`config.mk`:
```
export PLATFORM = sky130hd
export DESIGN_NAME = snoop_resp_ctrl_md
export DESIGN_NICKNAME = d
export VERILOG_FILES = /design/src/rtl/snoop_resp_ctrl_md.sv
export SDC_FILE = /design/constraint.sdc
export NUM_CORES = 1
export LEC_CHECK = 0
export BUFFER_PORTS_ARGS = -buffer_cell sky130_fd_sc_hd__buf_4
export CELL_PAD_IN_SITES_DETAIL_PLACEMENT = 2
export CELL_PAD_IN_SITES_GLOBAL_PLACEMENT = 2
export CORE_UTILIZATION = 23
export CTS_BUF_LIST = sky130_fd_sc_hd__clkbuf_16
export CTS_CLUSTER_SIZE = 8
export DETAILED_ROUTE_END_ITERATION = 8
export GPL_ROUTABILITY_DRIVEN = 1
export PLACE_DENSITY = 0.83
export SLEW_MARGIN = 20
export SYNTH_ARGS = -nofsm -noshare
export SYNTH_HDL_FRONTEND = slang
export SYNTH_SLANG_ARGS = --single-unit
```
`constraint.sdc`:
```
create_clock -name clk -period 2.45 [get_ports clk]
set_input_delay 0.1225 -clock clk [delete_from_list [all_inputs] [get_ports clk]]
set_output_delay 0.1225 -clock clk [all_outputs]
set_load 0.03 [all_outputs]
```
`src/rtl/snoop_resp_ctrl_md.sv`:
```
// -----------------------------------------------------------------------------
// snoop_resp_ctrl_md
//
// Registered snoop-response controller for one L1 cache.
//
// A bus snoop (read, read-exclusive or invalidate) is captured in IDLE. The hit
// way and its MESI state are resolved at capture time. The controller then
// steps through LOOKUP, an optional FLUSH of a Modified line (req/ack
// handshake), a one-cycle UPDATE strobe toward the tag/state array, and a
// one-cycle DONE pulse.
//
// Parameters
//   ASSOC      number of ways (default `ASSOC_LV1, 4 if not defined)
//   MESI_W     state width; I=00 S=01 E=10 M=11
//
// Optional feature macro
//   SNOOP_STATS_EN   builds saturating 16-bit hit and flush counters.
//                    When undefined, both counter ports are tied to 0.
//
// Ports
//   clk, rst            clock, synchronous active-high reset
//   bus_rd, bus_rdx,
//   invalidate          snoop request levels (priority inv > rdx > rd)
//   access_blk_snoop    per-way tag match (ASSOC bits)
//   mesi_state_snoop    per-way state, way i at [i*MESI_W +: MESI_W]
//   flush_ack           bus accepted flush data
//   blk_hit_snoop       hit flag for the captured request (0 in IDLE)
//   shared_out          shared response, bus_rd hits only
//   flush_req           flush request, high for every FLUSH cycle
//   upd_en/upd_way/
//   upd_state           one-cycle state update to the tag array
//   snoop_busy          high outside IDLE
//   snoop_done          one-cycle completion pulse
//   multi_hit_err       sticky, more than one match bit
//   proto_err           sticky, invalidate hit an E or M line
//   snoop_hit_cnt,
//   snoop_flush_cnt     statistics counters
// -----------------------------------------------------------------------------
`ifndef ASSOC_LV1
`define ASSOC_LV1 4
`endif

module snoop_resp_ctrl_md #(
    parameter int ASSOC  = `ASSOC_LV1,
    parameter int MESI_W = 2
) (
    input  logic                      clk,
    input  logic                      rst,
    input  logic                      bus_rd,
    input  logic                      bus_rdx,
    input  logic                      invalidate,
    input  logic [ASSOC-1:0]          access_blk_snoop,
    input  logic [ASSOC*MESI_W-1:0]   mesi_state_snoop,
    input  logic                      flush_ack,
    output logic                      blk_hit_snoop,
    output logic                      shared_out,
    output logic                      flush_req,
    output logic                      upd_en,
    output logic [ASSOC-1:0]          upd_way,
    output logic [MESI_W-1:0]         upd_state,
    output logic                      snoop_busy,
    output logic                      snoop_done,
    output logic                      multi_hit_err,
    output logic                      proto_err,
    output logic [15:0]               snoop_hit_cnt,
    output logic [15:0]               snoop_flush_cnt
);

    localparam logic [MESI_W-1:0] ST_I = MESI_W'(0);
    localparam logic [MESI_W-1:0] ST_S = MESI_W'(1);
    localparam logic [MESI_W-1:0] ST_E = MESI_W'(2);
    localparam logic [MESI_W-1:0] ST_M = MESI_W'(3);

    typedef enum logic [2:0] {
        IDLE   = 3'd0,
        LOOKUP = 3'd1,
        FLUSH  = 3'd2,
        UPDATE = 3'd3,
        DONE   = 3'd4
    } state_t;

    state_t state, state_nxt;

    // Resolved snoop outcome, captured in IDLE and held until the next capture.
    // These are data-path registers; every output use is gated by busy.
    logic              hit_r;
    logic              shared_r;
    logic              flush_r;
    logic              upd_r;
    logic              multi_r;
    logic              proto_r;
    logic [ASSOC-1:0]  way_r;
    logic [MESI_W-1:0] new_st_r;

    // Decode of the live inputs, only consumed in IDLE.
    logic              req_any;
    logic [ASSOC-1:0]  way_sel;
    logic [MESI_W-1:0] way_st;
    logic              dec_hit;
    logic              dec_multi;
    logic              dec_shared;
    logic              dec_flush;
    logic              dec_upd;
    logic              dec_proto;
    logic [MESI_W-1:0] dec_new_st;

    assign req_any = bus_rd | bus_rdx | invalidate;

    always_comb begin
        way_sel    = '0;
        way_st     = ST_I;
        dec_shared = 1'b0;
        dec_flush  = 1'b0;
        dec_upd    = 1'b0;
        dec_proto  = 1'b0;
        dec_new_st = ST_I;

        // Scan from the top so the lowest-index match wins.
        for (int i = ASSOC - 1; i >= 0; i--) begin
            if (access_blk_snoop[i]) begin
                way_sel    = '0;
                way_sel[i] = 1'b1;
                way_st     = mesi_state_snoop[i*MESI_W +: MESI_W];
            end
        end

        // Clearing the lowest set bit leaves something only on a multi-match.
        dec_multi = |(access_blk_snoop &
                      (access_blk_snoop - {{(ASSOC-1){1'b0}}, 1'b1}));
        dec_hit   = (|access_blk_snoop) && (way_st != ST_I);

        if (dec_hit) begin
            if (invalidate) begin
                dec_upd    = 1'b1;
                dec_new_st = ST_I;
                // A clean-shared invalidate is legal; E/M means another cache
                // believed it owned the line, which the protocol forbids.
                dec_proto  = (way_st == ST_E) || (way_st == ST_M);
            end else if (bus_rdx) begin
                dec_upd    = 1'b1;
                dec_new_st = ST_I;
                dec_flush  = (way_st == ST_M);
            end else begin
                dec_shared = 1'b1;
                dec_new_st = ST_S;
                dec_upd    = (way_st != ST_S);
                dec_flush  = (way_st == ST_M);
            end
        end
    end

    always_ff @(posedge clk) begin
        if (state == IDLE && req_any) begin
            hit_r    <= dec_hit;
            shared_r <= dec_shared;
            flush_r  <= dec_flush;
            upd_r    <= dec_upd;
            multi_r  <= dec_multi;
            proto_r  <= dec_proto;
            way_r    <= way_sel;
            new_st_r <= dec_hit ? dec_new_st : way_st;
        end
    end

    // State register
    always_ff @(posedge clk) begin
        if (rst) begin
            state <= IDLE;
        end else begin
            state <= state_nxt;
        end
    end

    // Next-state logic
    always_comb begin
        state_nxt = state;
        case (state)
            IDLE:    if (req_any) state_nxt = LOOKUP;
            LOOKUP: begin
                if (!hit_r)       state_nxt = DONE;
                else if (flush_r) state_nxt = FLUSH;
                else if (upd_r)   state_nxt = UPDATE;
                else              state_nxt = DONE;
            end
            FLUSH:   if (flush_ack) state_nxt = UPDATE;
            UPDATE:  state_nxt = DONE;
            DONE:    state_nxt = IDLE;
            default: state_nxt = IDLE;
        endcase
    end

    // Output logic
    always_comb begin
        snoop_busy    = (state != IDLE);
        flush_req     = (state == FLUSH);
        upd_en        = (state == UPDATE);
        snoop_done    = (state == DONE);
        blk_hit_snoop = snoop_busy & hit_r;
        shared_out    = snoop_busy & shared_r;
        upd_way       = snoop_busy ? (hit_r ? way_r : '0) : '0;
        upd_state     = snoop_busy ? new_st_r : ST_I;
    end

    // Sticky error flags, only cleared by reset.
    always_ff @(posedge clk) begin
        if (rst) begin
            multi_hit_err <= 1'b0;
            proto_err     <= 1'b0;
        end else if (state == LOOKUP) begin
            if (multi_r) multi_hit_err <= 1'b1;
            if (proto_r) proto_err     <= 1'b1;
        end
    end

`ifdef SNOOP_STATS_EN
    logic [15:0] hit_cnt_r;
    logic [15:0] flush_cnt_r;

    always_ff @(posedge clk) begin
        if (rst) begin
            hit_cnt_r   <= 16'd0;
            flush_cnt_r <= 16'd0;
        end else begin
            if (state == LOOKUP && hit_r && hit_cnt_r != 16'hFFFF)
                hit_cnt_r <= hit_cnt_r + 16'd1;
            if (state == FLUSH && flush_ack && flush_cnt_r != 16'hFFFF)
                flush_cnt_r <= flush_cnt_r + 16'd1;
        end
    end

    assign snoop_hit_cnt   = hit_cnt_r;
    assign snoop_flush_cnt = flush_cnt_r;
`else
    assign snoop_hit_cnt   = 16'd0;
    assign snoop_flush_cnt = 16'd0;
`endif

endmodule
```
# == Yosys cells after proc, flatten, opt, wreduce, memory -nomap -nowiden ==
# Cells that the tools add are included.
# totals
in_bits,18
word_cells,66
ff_bits,17
out_inout_bits,46
# op_classes
eq_ne,9
reduce_logical,15
addsub,1
bitwise,6
muxes,22
# ops
cell,count
3-bit two-way mux,6
2-bit two-way mux,7
4-bit two-way mux,3
3-bit case mux with 4 select lines,1
2-bit AND reduction,4
4-bit OR reduction,2
"3-bit by 2-bit equality test with 1-bit output, second input constant",2
1-bit two-way mux,5
4-bit AND,1
"2-bit equality test, second input constant",2
"2-bit != test, second input constant",2
2-bit OR reduction,2
"4-bit by 1-bit subtractor with 4-bit output, second input constant",1
"3-bit by 1-bit equality test with 1-bit output, second input constant",1
"3-bit equality test, second input constant",1
3-bit logical NOT,1
3-bit nonzero test,1
3-bit OR reduction,1
1-bit AND,2
1-bit logical AND,2
"2-bit by 1-bit != test with 1-bit output, second input constant",1
1-bit OR,2
2-bit nonzero test,1
1-bit logical OR,1
1-bit NOT,1

# == Depth between registers and ports, before layout ==
# logic_depth
ltp_word,8
depth_mapped,5
mapped_depth_nobuf,4

# == Least setup slack after synthesis ==
# No wires, ideal clock.
# synth_path
kind,register -> register
start,register state[2]
end,register flush_r (enable)
setup_time_ns,0.380
path_stages_with_launch,4
path_buffers,1
required_ns,2.070
period_less_slack_ns,1.791
t_arrival_ns,1.411
setup_slack_ns,0.659
path_cell_list,dfxtp_1 > or3_1 > buf_6 > nor2_1
# synth_between
elab_chain_cells,2
# synth_lines
item,line_no,text
"start, declared",82,"state_t state, state_nxt;"
"start signal, assigned",170,state <= state_nxt;
3-bit logical NOT,153,if (state == IDLE && req_any) begin
1-bit logical AND,153,
"end signal, assigned",156,flush_r <= dec_flush;
"end, declared",88,logic flush_r;
# Every way passes these cells.
# A chain may end at the register's enable or synchronous reset.

# == Final worst setup path ==
# layout_path
start,register state[2]
end,output port upd_way[2]
# layout_between
elab_chain_cells,2
# layout_lines
item,line_no,text
3-bit nonzero test,194,snoop_busy = (state != IDLE);
4-bit two-way mux,200,upd_way = snoop_busy ? (hit_r ? way_r : '0) : '0;
"end, declared",59,"output logic [ASSOC-1:0] upd_way,"
# Every way passes these cells.

==> run_results.csv <==
group,metric,value,unit
run_status,status,"finished, final reports clean",
sta,skew,0.00249,ns
clocking,cts_tree,"built",
finish,top_regs,"way_r x4, state x3, new_st_r x2",
die,die_h,69.6,um
sta,fin_crit_sh,66.7,%
synthesis,ys_ff_latch,17,
synthesis,syn_avg_cell_area,9.57,um^2
grt,gr-usage-all-layers,9.69,%
placement,hpwlAfterDp,2110,um
die,row_count,24,
die,die_area,4850,um^2
drt,drc,0,
synthesis,synth.area.mux_share,0,%
flow_run,cap_viol_max_count,0,
finish,largest_register_ffs,4,
clocking,cts_hold_buf,0,
power,ir_drop,0.000222,V
finish,largest-register,"way_r",
critical_path,cp.arrival,1.51,ns
drt,vias,788,
synthesis,yosysWarnings,0,
sta,final-max-slew-violation-count,0,
critical_path,worst_ep_required_time,2.33,ns
critical_path,cp_max_fo,10,
die,start_util,24.0,%
sta,setup_viol,0,
sta,clock.fmax,612,MHz
synthesis,synth_xor_area_share,0,%
clocking,htree_levels,1,
sta,tns,0,ns
clocking,cts.sinks,17,
power,leakagePower,0.599,nW
grt,antenna_found_initial,0,
die,coreArea,4380,um^2
grt,grt_max_degree,13,
synthesis,synth_compound_area_share,10.6,%
drt,antenna_left,0,
sta,rsz0062_at_grt,"false",
finish,final_layout_size_suffix_gt1_share,27.1,%
drt,drt_wl_total,2390,um
synthesis,ys_types,25,
critical_path,startpoint_type,"flip-flop",
finish,diodes,0,
critical_path,critPathMaxStageDelay,0.51,ns
clocking,clk_latency,0.24,ns
placement,portBuffers,31,
sta,min_period,1.63,ns
critical_path,critPathBufInv,1,
synthesis,synth_top_family_by_area,"buffers and inverters",
finish,area_delta_synth_final,23.7,%
finish,nets,163,
synthesis,syn_area,1050,um^2
placement,place_area,1220,um^2
die,ioPinCount,64,
finish,final_area,1300,um^2
drt,drt_iter0_drc,3,
clocking,root_buffer,"clkbuf_16",
clocking,cts_setup_buffers,0,
clocking,cts_resized,0,
synthesis,ys_seq_area_share,43.8,%
drt,wl_per_cell,12.2,um
placement,dpl.cell_count,192,
power,pwr_density_cell,833,nW/um^2
drt,drt_first_pass_iters,2,
die,fp.dieW,69.6,um
clocking,clockBufferDepth,2,
drt,viasPerCell,4.02,
critical_path,cp_cell_sequence,"or3_1, and3_1, buf_4",
critical_path,critical_path_class,"flip-flop to primary output",
synthesis,synthSimpleGateAreaFrac,18.5,%
critical_path,worstSetupEndpointType,"primary output",
clocking,numCtsBuffers,3,
critical_path,slowest_stage,"or3_1",
worst_hold_path,hp-class,"input pin to flip-flop",
grt,grt_pass1_vias,765,
finish,final_cells,196,
synthesis,synthAdderAreaFrac,0.951,%
critical_path,crit_family,"simple AND/OR/NAND/NOR gates",
sta,finalHoldViolCount,0,
placement,gp_congestion,0.668,
clocking,path_clk_slew,0.05,ns
grt,gr-total-overflow,0,
synthesis,synth_cells,110,
grt,grt_pass1_wl,3630,um
where the power goes:
part | internal, mW | total [mW] | leakage (nW) | switching, mW
Combinational | 0.116 | 0.364 | 0.398 | 0.249
Clock | 0.218 | 0.319 | 0.0409 | 0.101
Sequential | 0.373 | 0.401 | 0.160 | 0.0280
final timing paths:
| check | start | to | slack, ns | depth (start not counted) |
|---|---|---|---|---|
| setup / recovery | state[2]$_SDFFE_PP0P_ | upd_way[2] | 0.82 | 3 |
| hold / removal | rst | proto_err$_SDFFE_PP0P_ | 0.08 | 2 |
| setup reg to reg | state[2]$_SDFFE_PP0P_ | way_r[0]$_SDFFCE_PP1P_ | 0.93 | 3 |
| hold reg to reg | proto_err$_SDFFE_PP0P_ | proto_err$_SDFFE_PP0P_ | 0.49 | 2 |
synth_stat cells (all sizes together):
cell,instances,share of area [%]
and2,4,2.4
a21oi,3,1.4
o221ai,2,2.9
nand2,5,1.8
or3,1,0.59
or2,1,0.59
conb,1,0.36
a31oi,1,0.59
nor3,6,2.9
inv,4,1.4
nor2,11,3.9
nor3b,2,1.4
o21ai,3,1.4
nor4b,1,0.83
dfxtp,5,9.5
edfxtp,12,34
nand2b,1,0.59
a211oi,4,2.9
maj3,1,0.95
buf,34,24
nor2b,2,1.2
a21boi,2,1.4
and3,4,2.4
cell type report:
type,instances,area [um^2]
Clock buffer,3,75.1
Clock inverter,1,5.00
Tap cell,52,65.1
Sequential cell,17,460
Timing Repair Buffer,32,240
Inverter,4,15.0
Fill cell,527,3080
Multi-Input combinational cell,87,440
cell usage in the layout, fill, tap and decap left out, drive strengths merged:
cell	instances
nor3b	2
nor4b	1
maj3	1
nand2b	1
nor2	11
and3	4
clkinv	1
inv	4
buf	32
a211oi	4
nand2	5
edfxtp	12
conb	33
or3	1
a21boi	2
and2	4
dfxtp	5
o21ai	3
or2	1
nor3	6
a31oi	1
nor2b	2
o221ai	2
clkbuf	3
a21oi	3
cell families after synthesis:
| kind of cell | count (synthesis) |
|---|---|
| other cells | 1 |
| flops | 17 |
| fa+ha+maj | 1 |
| compound gates | 15 |
| buf+inv | 38 |
| simple gates | 38 |
routing by layer:
layer	vias up	track usage [%]	part of all wire [%]
li1	378	-	-
met1	362	10.3	38
met2	43	18.1	53
met3	5	2.76	8.3
met4	0	3.33	1.1
met5	-	0	0
through the flow:
stage	hold slack (ns)	utilization, %	worst slack (ns)	total power, mW
4_1_cts	0.0828	29.7	0.796	1.10
6_report	0.0789	29.7	0.816	1.08
3_5_place_dp	0.342	27.9	0.921	0.779
5_1_grt	0.0914	29.7	0.743	1.13
2_1_floorplan	0.195	-	0.659	0.692
3_3_place_gp	0.332	27.9	0.998	0.757
No activity file was read; power rests on OpenSTA's default activity.
